--- src/rtl/decoder4_16_seq_if.sv ---
// Request/response bundle for the registered 4-to-16 decoder.
// The master (requester) drives the I_* signals and the slave (decoder) drives the O_* signals.
interface decoder4_16_seq_if;
   // A request is taken on a rising edge where O_READY and (I_VALID or I_SWEEP) are both high.
   // I_DATA is sampled only at that edge. O_READY never depends on I_VALID or I_SWEEP.
   logic [3:0]  I_DATA;
   logic        I_VALID;
   logic        I_SWEEP;
   logic        O_READY;
   logic [15:0] O_DATA;
   logic [3:0]  O_INDEX;
   logic        O_VALID;
   logic        O_DONE;

   modport master (
      output I_DATA, I_VALID, I_SWEEP,
      input  O_READY, O_DATA, O_INDEX, O_VALID, O_DONE
   );

   modport slave (
      input  I_DATA, I_VALID, I_SWEEP,
      output O_READY, O_DATA, O_INDEX, O_VALID, O_DONE
   );
endinterface

--- src/rtl/decoder4_16_seq.sv ---
// Registered 4-to-16 one-hot decoder with a programmable pulse width and valid/ready request.
// Define DECODER4_16_SWEEP_EN to build the sweep mode that walks all 16 outputs in order.
module decoder4_16_seq #(
   parameter int PULSE_CYCLES = 1
) (
   input  logic                     I_CLK,
   input  logic                     I_NRESET,
   input  logic                     I_ENABLE,
   decoder4_16_seq_if.slave         bus,
   output logic [1:0]               dbg_state
);

   typedef enum logic [1:0] {
      IDLE   = 2'd0,
      DECODE = 2'd1,
      SWEEP  = 2'd2
   } state_t;

   localparam logic [7:0] LAST = 8'(PULSE_CYCLES - 1);

   state_t     state;
   logic [7:0] cnt;
   logic       last;
   logic       accept_sweep;
   logic       accept_dec;

   assign last        = (cnt == LAST);
   assign bus.O_READY = I_ENABLE & ((state == IDLE) | ((state == DECODE) & last));
   assign dbg_state   = state;

`ifdef DECODER4_16_SWEEP_EN
   assign accept_sweep = bus.O_READY & bus.I_SWEEP;
`else
   logic unused_sweep;
   assign unused_sweep = bus.I_SWEEP;
   assign accept_sweep = 1'b0;
   assign bus.O_DONE   = 1'b0;
`endif

   // Sweep wins over a decode request arriving in the same cycle.
   assign accept_dec = bus.O_READY & bus.I_VALID & ~accept_sweep;

   always_ff @(posedge I_CLK or negedge I_NRESET) begin
      if (!I_NRESET) begin
         state       <= IDLE;
         cnt         <= 8'd0;
         bus.O_DATA  <= 16'h0000;
         bus.O_INDEX <= 4'd0;
         bus.O_VALID <= 1'b0;
`ifdef DECODER4_16_SWEEP_EN
         bus.O_DONE  <= 1'b0;
`endif
      end else if (!I_ENABLE) begin
         state       <= IDLE;
         cnt         <= 8'd0;
         bus.O_DATA  <= 16'h0000;
         bus.O_INDEX <= 4'd0;
         bus.O_VALID <= 1'b0;
`ifdef DECODER4_16_SWEEP_EN
         bus.O_DONE  <= 1'b0;
`endif
      end else if (accept_sweep) begin
         state       <= SWEEP;
         cnt         <= 8'd0;
         bus.O_DATA  <= 16'h0001;
         bus.O_INDEX <= 4'd0;
         bus.O_VALID <= 1'b1;
      end else if (accept_dec) begin
         state       <= DECODE;
         cnt         <= 8'd0;
         bus.O_DATA  <= 16'h0001 << bus.I_DATA;
         bus.O_INDEX <= bus.I_DATA;
         bus.O_VALID <= 1'b1;
      end else begin
         case (state)
            DECODE: begin
               if (last) begin
                  state       <= IDLE;
                  cnt         <= 8'd0;
                  bus.O_DATA  <= 16'h0000;
                  bus.O_INDEX <= 4'd0;
                  bus.O_VALID <= 1'b0;
               end else begin
                  cnt <= cnt + 8'd1;
               end
            end
`ifdef DECODER4_16_SWEEP_EN
            // O_DONE is registered, so it is set on the edge entering the final cycle of index 15.
            SWEEP: begin
               if (last) begin
                  cnt <= 8'd0;
                  if (bus.O_INDEX == 4'd15) begin
                     state       <= IDLE;
                     bus.O_DATA  <= 16'h0000;
                     bus.O_INDEX <= 4'd0;
                     bus.O_VALID <= 1'b0;
                     bus.O_DONE  <= 1'b0;
                  end else begin
                     bus.O_DATA  <= bus.O_DATA << 1;
                     bus.O_INDEX <= bus.O_INDEX + 4'd1;
                     bus.O_DONE  <= (LAST == 8'd0) && (bus.O_INDEX == 4'd14);
                  end
               end else begin
                  cnt        <= cnt + 8'd1;
                  bus.O_DONE <= (bus.O_INDEX == 4'd15) && ((cnt + 8'd1) == LAST);
               end
            end
`endif
            default: begin
               state       <= IDLE;
               cnt         <= 8'd0;
               bus.O_DATA  <= 16'h0000;
               bus.O_INDEX <= 4'd0;
               bus.O_VALID <= 1'b0;
            end
         endcase
      end
   end

endmodule

--- src/flat_wrapper.sv ---
// flat-port wrapper written by rule: the top's interface ports become plain ports
module decoder4_16_seq_flat 
#(
   parameter int PULSE_CYCLES = 1
)
  (I_CLK, I_NRESET, I_ENABLE, dbg_state, bus_I_DATA, bus_I_VALID, bus_I_SWEEP, bus_O_READY, bus_O_DATA, bus_O_INDEX, bus_O_VALID, bus_O_DONE);
  decoder4_16_seq_if bus_i ();
  input  logic I_CLK;
  input  logic I_NRESET;
  input  logic I_ENABLE;
  output logic [1:0] dbg_state;
  input wire logic [$bits(bus_i.I_DATA)-1:0] bus_I_DATA;
  input wire logic [$bits(bus_i.I_VALID)-1:0] bus_I_VALID;
  input wire logic [$bits(bus_i.I_SWEEP)-1:0] bus_I_SWEEP;
  output wire logic [$bits(bus_i.O_READY)-1:0] bus_O_READY;
  output wire logic [$bits(bus_i.O_DATA)-1:0] bus_O_DATA;
  output wire logic [$bits(bus_i.O_INDEX)-1:0] bus_O_INDEX;
  output wire logic [$bits(bus_i.O_VALID)-1:0] bus_O_VALID;
  output wire logic [$bits(bus_i.O_DONE)-1:0] bus_O_DONE;
  assign bus_i.I_DATA = bus_I_DATA;
  assign bus_i.I_VALID = bus_I_VALID;
  assign bus_i.I_SWEEP = bus_I_SWEEP;
  assign bus_O_READY = bus_i.O_READY;
  assign bus_O_DATA = bus_i.O_DATA;
  assign bus_O_INDEX = bus_i.O_INDEX;
  assign bus_O_VALID = bus_i.O_VALID;
  assign bus_O_DONE = bus_i.O_DONE;
  decoder4_16_seq #(.PULSE_CYCLES(PULSE_CYCLES)) u_core (.I_CLK(I_CLK), .I_NRESET(I_NRESET), .I_ENABLE(I_ENABLE), .bus(bus_i), .dbg_state(dbg_state));
endmodule
--- config.mk ---
export PLATFORM = sky130hd
export DESIGN_NAME = decoder4_16_seq_flat
export DESIGN_NICKNAME = d
export VERILOG_FILES = /design/src/rtl/decoder4_16_seq_if.sv /design/src/rtl/decoder4_16_seq.sv /design/src/flat_wrapper.sv
export SDC_FILE = /design/constraint.sdc
export NUM_CORES = 1
export LEC_CHECK = 0
export ABC_AREA = 1
export CORE_MARGIN = 2
export CORE_UTILIZATION = 25
export CTS_BUF_LIST = sky130_fd_sc_hd__clkbuf_16
export DETAILED_ROUTE_END_ITERATION = 8
export PLACE_DENSITY = 0.5
export SLEW_MARGIN = 20
export SYNTH_ARGS = -nofsm -noshare
export SYNTH_HDL_FRONTEND = slang
export SYNTH_SLANG_ARGS = --single-unit
--- constraint.sdc ---
create_clock -name I_CLK -period 1.6 [get_ports I_CLK]
set_clock_uncertainty 0.05 [all_clocks]
set_input_delay 0.16 -clock I_CLK [delete_from_list [all_inputs] [get_ports I_CLK]]
set_output_delay 0.16 -clock I_CLK [all_outputs]
set_load 0.03 [all_outputs]
==> results.toml <==
[run_status]
outcome = "finished with violations"
violations = "negative setup slack"

[critical_path]
worstPathMaxFanout = 2
crit_path_end_kind = "output port"
setup.worst_path.class = "flop to output port"
worstPathRequired_ns = 1.39
start_kind = "flop"
crit_arrival_ns = 1.44

[global_route]
groute.usage.overall = 0.124
antenna_found_initial = 0
met3_usage = 0.0483
grt_pass1_wl_um = 6150
grt_pass1_vias = 1375
use_met2 = 0.197
grt_max_degree = 30
busiest_layer = "met2"
grt.met1_usage = 0.154
grt_overflow = 0

[synth]
netlist_area_um2 = 1470
synth.avg_cell_area_um2 = 7.93
ys_top_cells_by_area = "dfrtp_1, nand2_1, nand4_1"
synth_top_area_cell = "dfrtp_1"
ys_types = 19
synth_top_area_share = 0.494
ys_seq_elements = 29
synthesis.instances = 185
synth_warnings = 0
seq_area_frac_synth = 0.494

[detailed_routing]
drt_first_pass_iters = 5
detail_route.wirelength_um = 3540
vias_per_cell = 4.55
drc = 0
drtIter0Drc = 47
vias = 1341
ant_nets = 0
wl_per_cell_um = 12.0

[clocking]
clk_pin_slew_worst_paths_ns = 0.05
htreeDepth = 2
cts_tree = "done"
numCtsBuffers = 5
root_buffer = "clkbuf_16"
cts_buffer_depth = 2
cts.sinks = 29
clkLatencyLatePin_ns = 0.27

[timing]
worst_slack_ns = -0.0545
drv_slew = 0
min_period_ns = 1.65
setup_violations = 1
fmax_mhz = 604
rsz0062_at_grt = "true"
finalHoldViolCount = 0
final.setup.tns_ns = -0.0545
min_period_over_period = 1.03

[final_layout]
drive_gt1_frac = 0.143
final_common_cell = "nand2_1"
finalInstanceArea_um2 = 2070
filler_cell_count = 582
diodes = 0
most-common-layout-cells = "nand2_1, clkdlybuf4s50_1, dfrtp_1, nor2_1, nand4_1"
multi_input_area_um2 = 626
syn_to_final_growth_pct = 40.9
regArea_um2 = 726
fin_nets = 233

[placed_design]
place_area_um2 = 1850
port_buffers = 30
place_congestion = 0.775
hpwl_um = 2330

[floorplanning]
start_util = 0.263
die_h_um = 80.6
core_um2 = 5570
rows = 27
io_pins = 34
fp.dieW_um = 80.6
die-area_um2 = 6500

[power_and_ir_drop]
p_per_area_nw_per_um2 = 861
ir_worst_vdd_v = 0.000429
leakagePower_nw = 1.06

[run]
drv_cap = 0

[min_path]
min_path_type = "input pin to async pin"
==> through the flow <==
step / hold WS, ns / instances / power [mW] / setup slack (ns) / util
6_report: 0.230 / 295 / 1.78 / -0.0545 / 0.371
5_1_grt: 0.260 / 295 / 1.87 / -0.139 / 0.371
4_1_cts: 0.250 / 294 / 1.81 / -0.0187 / 0.362
3_5_place_dp: 0.416 / 283 / 0.915 / 0.0957 / 0.332
3_3_place_gp: 0.418 / 283 / 0.914 / 0.112 / 0.332
2_1_floorplan: -0.186 / 186 / 0.840 / 0.155 / -
==> cell families (layout without fill, tap and decap cells) <==
logic type / after synthesis / after routing / synth area share
and+or+nand+nor: 118 / 118 / 0.367
buffers and inverters: 31 / 68 / 0.103
DFF: 29 / 29 / 0.494
AOI/OAI and AO/OA: 3 / 3 / 0.0102
adders and majority gates: 2 / 2 / 0.0170
other: 1 / 2 / 0.00256
xor gates and xnor gates: 1 / 1 / 0.00597
==> routing by layer <==
metal,share of wire,routed length [um]
met2,0.49,1720
met5,0,0
met3,0.045,160
met4,0.018,62
met1,0.45,1600
==> flip-flops by register name, summed over array words and instances, names as in the netlist <==
signal and flops:
u_core.cnt 8, u_core.bus.O_VALID 1, u_core.bus.O_INDEX 4, u_core.bus.O_DATA 16
==> Yosys cell counts <==
cell type	n
clkbuf_1	4
buf_4	5
conb_1	1
inv_2	3
dfrtp_1	29
xor2_1	1
inv_1	16
buf_6	2
nand3_4	1
nand2_2	4
nor2_1	26
nand3_1	12
o21ai_0	1
nor3_1	3
ha_1	2
buf_2	1
nand4_1	21
nand2_1	51
a21oi_1	2
==> worst paths after layout <==
path	startpoint	endpoint	slack (ns)	cells past startpoint
setup reg to reg	u_core.cnt[0]$_DFF_PN0_	u_core.bus.O_DATA[14]$_DFFE_PN0P_	0.07	10
min in group I_CLK	u_core.bus.O_DATA[4]$_DFFE_PN0P_	u_core.bus.O_DATA[4]$_DFFE_PN0P_	0.43	2
max in group asynchronous	I_NRESET	u_core.bus.O_DATA[7]$_DFFE_PN0P_	0.99	2
setup / recovery	u_core.cnt[0]$_DFF_PN0_	bus_O_READY	-0.05	7
hold / removal	I_NRESET	u_core.cnt[2]$_DFF_PN0_	0.23	2
hold reg to reg	u_core.bus.O_DATA[4]$_DFFE_PN0P_	u_core.bus.O_DATA[4]$_DFFE_PN0P_	0.43	2
==> worst max-delay path, stage by stage (launching register included) <==
cell and delay (ns):
dfrtp_1 0.38, inv_1 0.06, ha_2 0.16, nand2_2 0.06, nor2_4 0.12, nand2_2 0.09, a21oi_4 0.15, buf_6 0.15
==> power breakdown <==
| group | switching, mW | total (mW) | internal (mW) |
|---|---|---|---|
| Clock | 0.313 | 0.876 | 0.563 |
| Sequential | 0.00530 | 0.749 | 0.744 |
| Combinational | 0.102 | 0.156 | 0.0541 |
==> cell type report <==
class / instances / share of cell area
Timing Repair Buffer: 41 / 0.200
Clock buffer: 5 / 0.0605
Inverter: 19 / 0.0357
Tap cell: 72 / 0.0436
Multi-Input combinational cell: 126 / 0.302
Clock inverter: 3 / 0.00665
Sequential cell: 29 / 0.351
==> what timing repair did <==
action,in CTS,in global routing
hold buffers,0,0
buffers inserted,3,0
resized for setup,2,8
cloned,0,1
pin swaps,2,4
endpoints found under the setup margin,1,21
No activity file was read; power rests on OpenSTA's default activity.
